**src/rtl/pair_scan_pkg.sv**
```systemverilog
// Shared definitions for the serial equal-pair scan controller:
// FSM state encoding and the hit-count width derivation.
package pair_scan_pkg;

    localparam logic [1:0] ST_IDLE   = 2'd0;
    localparam logic [1:0] ST_SHIFT  = 2'd1;
    localparam logic [1:0] ST_REPORT = 2'd2;

    typedef enum logic [1:0] {
        IDLE   = ST_IDLE,
        SHIFT  = ST_SHIFT,
        REPORT = ST_REPORT
    } state_t;

    // A word of width bits has at most width-1 adjacent pairs.
    function automatic int cnt_width(input int width);
        return (width < 2) ? 1 : $clog2(width);
    endfunction

endpackage

```
**src/rtl/word_shifter.sv**
```systemverilog
// Load/shift-left word register presenting its MSB, with a bit index
// that flags the final bit of the word.
module word_shifter #(
    parameter int WIDTH = 8
) (
    input  logic             clk,
    input  logic             rst,
    input  logic             load,
    input  logic             shift,
    input  logic [WIDTH-1:0] din,
    output logic             msb,
    output logic             last
);

    localparam int IW = $clog2(WIDTH);
    localparam logic [IW-1:0] LAST_IDX = IW'(WIDTH - 1);

    logic [WIDTH-1:0] sreg;
    logic [IW-1:0]    idx;

    always_ff @(posedge clk) begin
        if (!rst) begin
            sreg <= '0;
            idx  <= '0;
        end else if (load) begin
            sreg <= din;
            idx  <= '0;
        end else if (shift) begin
            sreg <= {sreg[WIDTH-2:0], 1'b0};
            idx  <= idx + IW'(1);
        end
    end

    assign msb  = sreg[WIDTH-1];
    assign last = (idx == LAST_IDX);

endmodule

```
**src/rtl/pair_scan_ctrl.sv**
```systemverilog
// Word-to-bit-serial sequencer: accepts a word, scans it MSB-first through
// an equal-pair detector, and reports the per-word hit count.
module pair_scan_ctrl
    import pair_scan_pkg::*;
#(
    parameter int WIDTH = 8,
    parameter int CNT_W = cnt_width(WIDTH)
) (
    input  logic             clk,
    input  logic             rst,
    input  logic             in_valid,
    input  logic [WIDTH-1:0] in_data,
    output logic             in_ready,
    output logic             ser_bit,
    output logic             ser_valid,
    output logic             hit,
    output logic             busy,
    output logic             out_valid,
    output logic [CNT_W-1:0] hit_count,
    input  logic             out_ready
);

    localparam logic [CNT_W-1:0] CNT_MAX = CNT_W'(WIDTH - 1);

    state_t           state;
    logic             load;
    logic             shift;
    logic             msb;
    logic             last;
    logic             hist_bit;
    logic             hist_valid;
    logic [CNT_W-1:0] count;
    logic [CNT_W-1:0] count_next;

    assign load  = (state == IDLE) && in_valid;
    assign shift = (state == SHIFT);

    word_shifter #(.WIDTH(WIDTH)) u_shifter (
        .clk   (clk),
        .rst   (rst),
        .load  (load),
        .shift (shift),
        .din   (in_data),
        .msb   (msb),
        .last  (last)
    );

    // The detector compares the live bit with the previous one of the same word.
    assign ser_bit    = shift && msb;
    assign hit        = shift && hist_valid && (msb == hist_bit);
    assign count_next = (hit && (count != CNT_MAX)) ? count + CNT_W'(1) : count;

    always_ff @(posedge clk) begin
        if (!rst) begin
            state      <= IDLE;
            in_ready   <= 1'b1;
            ser_valid  <= 1'b0;
            busy       <= 1'b0;
            out_valid  <= 1'b0;
            hit_count  <= '0;
            count      <= '0;
            hist_bit   <= 1'b0;
            hist_valid <= 1'b0;
        end else begin
            case (state)
                IDLE: begin
                    if (in_valid) begin
                        state      <= SHIFT;
                        in_ready   <= 1'b0;
                        ser_valid  <= 1'b1;
                        busy       <= 1'b1;
                        count      <= '0;
                        hist_valid <= 1'b0;
                    end
                end
                SHIFT: begin
                    hist_bit   <= msb;
                    hist_valid <= 1'b1;
                    count      <= count_next;
                    // The final bit's hit is folded straight into the reported count.
                    if (last) begin
                        state      <= REPORT;
                        ser_valid  <= 1'b0;
                        out_valid  <= 1'b1;
                        hit_count  <= count_next;
                        hist_valid <= 1'b0;
                    end
                end
                REPORT: begin
                    if (out_ready) begin
                        state     <= IDLE;
                        out_valid <= 1'b0;
                        busy      <= 1'b0;
                        in_ready  <= 1'b1;
                    end
                end
                default: begin
                    state     <= IDLE;
                    in_ready  <= 1'b1;
                    ser_valid <= 1'b0;
                    busy      <= 1'b0;
                    out_valid <= 1'b0;
                end
            endcase
        end
    end

endmodule

```
**config.mk**
```make
export PLATFORM = sky130hd
export DESIGN_NAME = pair_scan_ctrl
export DESIGN_NICKNAME = d
export VERILOG_FILES = /design/src/rtl/pair_scan_pkg.sv /design/src/rtl/word_shifter.sv /design/src/rtl/pair_scan_ctrl.sv
export SDC_FILE = /design/constraint.sdc
export NUM_CORES = 1
export LEC_CHECK = 0
export ABC_AREA = 1
export CORE_MARGIN = 2
export CORE_UTILIZATION = 54
export CTS_CLUSTER_DIAMETER = 200
export DETAILED_ROUTE_END_ITERATION = 8
export HOLD_SLACK_MARGIN = 0.03
export PLACE_DENSITY = 0.84
export SYNTH_ARGS = -nofsm -noshare
export SYNTH_HDL_FRONTEND = slang
export SYNTH_SLANG_ARGS = --single-unit
```
**constraint.sdc**
```tcl
create_clock -name clk -period 2.05 [get_ports clk]
set_clock_uncertainty 0.05 [all_clocks]
set_input_delay 0.205 -clock clk [delete_from_list [all_inputs] [get_ports clk]]
set_output_delay 0.205 -clock clk [all_outputs]
set_load 0.05 [all_outputs]
```
==> reports/metrics.yaml <==
status: "finished, final reports clean"
critPathMaxStageDelay_ps: 800
critical_path_required_ps: 1790
report.final.hold_viol_count: 0
fillCellCount: 172
finalSetupTns_ps: 0
clk_pin_slew_ps: 150
syn-cell-area_um2: 1130
design.die.area_um2: 2470
syn_to_final_growth_pct: 20.5
tightest_slew_ps: 496
max_freq_mhz: 573
internal_power_w: 0.000637
cp-start-kind: "flop"
worstSetupEndpoint: "ser_valid"
dp_hpwl_um: 1580
place.gp.congestion: 0.806
worstReg2RegStart: "u_shifter.idx[0]$_SDFFE_PP0N_"
critical_path_buf_inv_count: 1
critPathMaxFanout: 2
maxCapViolCount: 0
fin_nets: 187
worstSetupEndpointType: "output port"
r2r_end: "out_valid$_SDFFE_PN0P_"
crit_path_start: "ser_valid$_SDFFE_PN0P_"
post_cts_buffers: 0
wl_per_cell_um: 10.5
syn_inst: 150
swShare_pct: 28.2
die_h_um: 49.7
worstPathCellList: "clkdlybuf4s50_1"
root_buffer: "clkbuf_4"
core_um2: 1960
fin_crit_sh_pct: 85.1
powerDensity_nw_per_um2: 651
ys_warn_count: 0
grt_pass1_wl_um: 3660
p_leak_nw: 0.552
cts_buffer_depth: 2
drive_gt1_share_pct: 8.82
hold_class: "in -> reg"
p_clk_share_pct: 24.9
critical_path_cell_count: 1
die_w_um: 49.7
hold_buffers: 0
grt_antenna_before_repair: 0
ys_seq_area_share_pct: 44.3
post_cts_resize_count: 0
h-tree-depth: 1
drt_iter0_drc: 24
slew_headroom_pct: 66.8
ir_drop_v: 0.000415
cts_inserted_buffers: 3
seqPwrFrac_pct: 58.9
yosys.area.top_type_share_pct: 44.3
cts.sinks: 25
ys_ff_latch: 25
grt_pass1_vias: 899
track_usage_pct: 18.7
grt_max_degree: 16
synth_nets: 166
syn_area_per_cell_um2: 7.53
clock_latency_ps: 320
hold-worst-slack_ps: 394
cpMaxStageDelayCell: "clkdlybuf4s50_1"
slew_violations: 0
synth_top_cell_by_area: "dfxtp_1"
synth_cell_type_count: 25
p_sw_w: 0.000250
rows: 16
cpLargestDelayFamily: "buffers and inverters"
finalWirelength_um: 2070
reg2reg_depth: 6
viasPerCell: 5.14
drt_pass1_iterations: 4
power_w: 0.000887
grt-ovfl-total: 0
worstSetupPathType: "reg -> out"
power_frac_comb_pct: 16.2
finalSetupViolations: 0
drc: 0
arrival_ps: 1490
start_util_pct: 57.6
io_buffer_count: 20
rsz0062_at_grt: "false"
r2r_slack_ps: 580
layout_min_cycle_time_ps: 1740
synthTopCellsByArea: "dfxtp_1 44%, nand2_1 17%, inv_1 6.0%"
routed-via-count: 1013
ant_nets: 0
num_antenna_cells: 0
cts_tree: "yes"
ios: 21
[Yosys cell counts]
library cell / count
nor3_1: 1
nand3_1: 5
nand3_2: 1
nand4_1: 3
nor2_1: 5
buf_1: 1
a31oi_1: 7
buf_6: 1
inv_2: 2
inv_1: 18
nand2_2: 1
and2_1: 1
nor2_4: 2
xor2_1: 1
o211ai_1: 1
o21a_1: 4
buf_2: 2
a21oi_1: 11
nand2_4: 1
inv_4: 1
a21oi_2: 1
ha_1: 4
nand3b_1: 1
dfxtp_1: 25
nand2_1: 50
[routing by layer]
| metal | track usage (%) | vias up | wire (um) |
|---|---|---|---|
| met5 | 0 | - | 0 |
| met4 | 5.56 | 0 | 14 |
| met3 | 3.64 | 2 | 88 |
| met2 | 32.2 | 26 | 968 |
| met1 | 23.6 | 463 | 998 |
| li1 | - | 522 | - |
[area by class of cell]
cell class | instances | area (um^2) | share of cell area (%)
Multi-Input combinational cell | 100 | 523 | 38.4
Clock inverter | 1 | 5.00 | 0.368
Sequential cell | 25 | 500 | 36.8
Clock buffer | 3 | 22.5 | 1.65
Timing Repair Buffer | 20 | 195 | 14.3
Tap cell | 27 | 33.8 | 2.48
Inverter | 21 | 81.3 | 5.97
[how the worst min path moves through the flow]
stage                       startpoint                             end  slack [ps]  cells past startpoint
3_5_place_dp   hist_valid$_SDFFE_PN0P_         hist_valid$_SDFFE_PN0P_         400                      2
2_1_floorplan               in_data[0]  u_shifter.sreg[0]$_SDFFE_PN0P_         300                      2
3_3_place_gp    out_valid$_SDFFE_PN0P_          out_valid$_SDFFE_PN0P_         380                      2
5_1_grt                     in_data[6]  u_shifter.sreg[6]$_SDFFE_PN0P_         390                      3
4_1_cts                     in_data[6]  u_shifter.sreg[6]$_SDFFE_PN0P_         390                      3
6_report                    in_data[6]  u_shifter.sreg[6]$_SDFFE_PN0P_         390                      3
[cell usage in the layout, fill, tap and decap left out, drive strengths merged]
cell type	count
a21oi	12
a31oi	7
and2	1
buf	2
clkbuf	3
clkdlybuf4s50	18
clkinv	1
dfxtp	25
ha	4
inv	21
nand2	52
nand3	6
nand3b	1
nand4	3
nor2	7
nor3	1
o211ai	1
o21a	4
xor2	1
[state kept, by name, indices dropped and copies added, names as in the netlist, 2 cells and up]
register,flops
count,3
hit_count,3
state,2
u_shifter.idx,3
u_shifter.sreg,8
[metrics by stage]
step / instances / utilization [%] / cell area, um^2 / setup slack (ps)
after floorplan: 150 / - / 1130 / 536
final: 197 / 69.4 / 1360 / 306
after global placement: 193 / 68.0 / 1330 / 589
after detailed placement: 193 / 68.0 / 1330 / 555
after global routing: 197 / 69.4 / 1360 / 243
after CTS: 197 / 69.4 / 1360 / 305
[cell families after synthesis]
logic type | Yosys count | share of synthesized area (%)
and+or+nand+nor | 71 | 28.2
buffers and inverters | 25 | 9.41
DFF | 25 | 44.3
AOI/OAI and AO/OA | 24 | 12.8
adders and majority gates | 4 | 4.43
xor gates and xnor gates | 1 | 0.775
[power by group through the flow]
stage               Clock (W)  Sequential (W)  Combinational, W
floorplan                   0        0.000548         0.0000850
global placement            0        0.000532          0.000141
detailed placement          0        0.000532          0.000144
CTS                  0.000225        0.000522          0.000144
global route         0.000246        0.000525          0.000160
finish               0.000221        0.000522          0.000144
(Power assumes the default switching activity.)
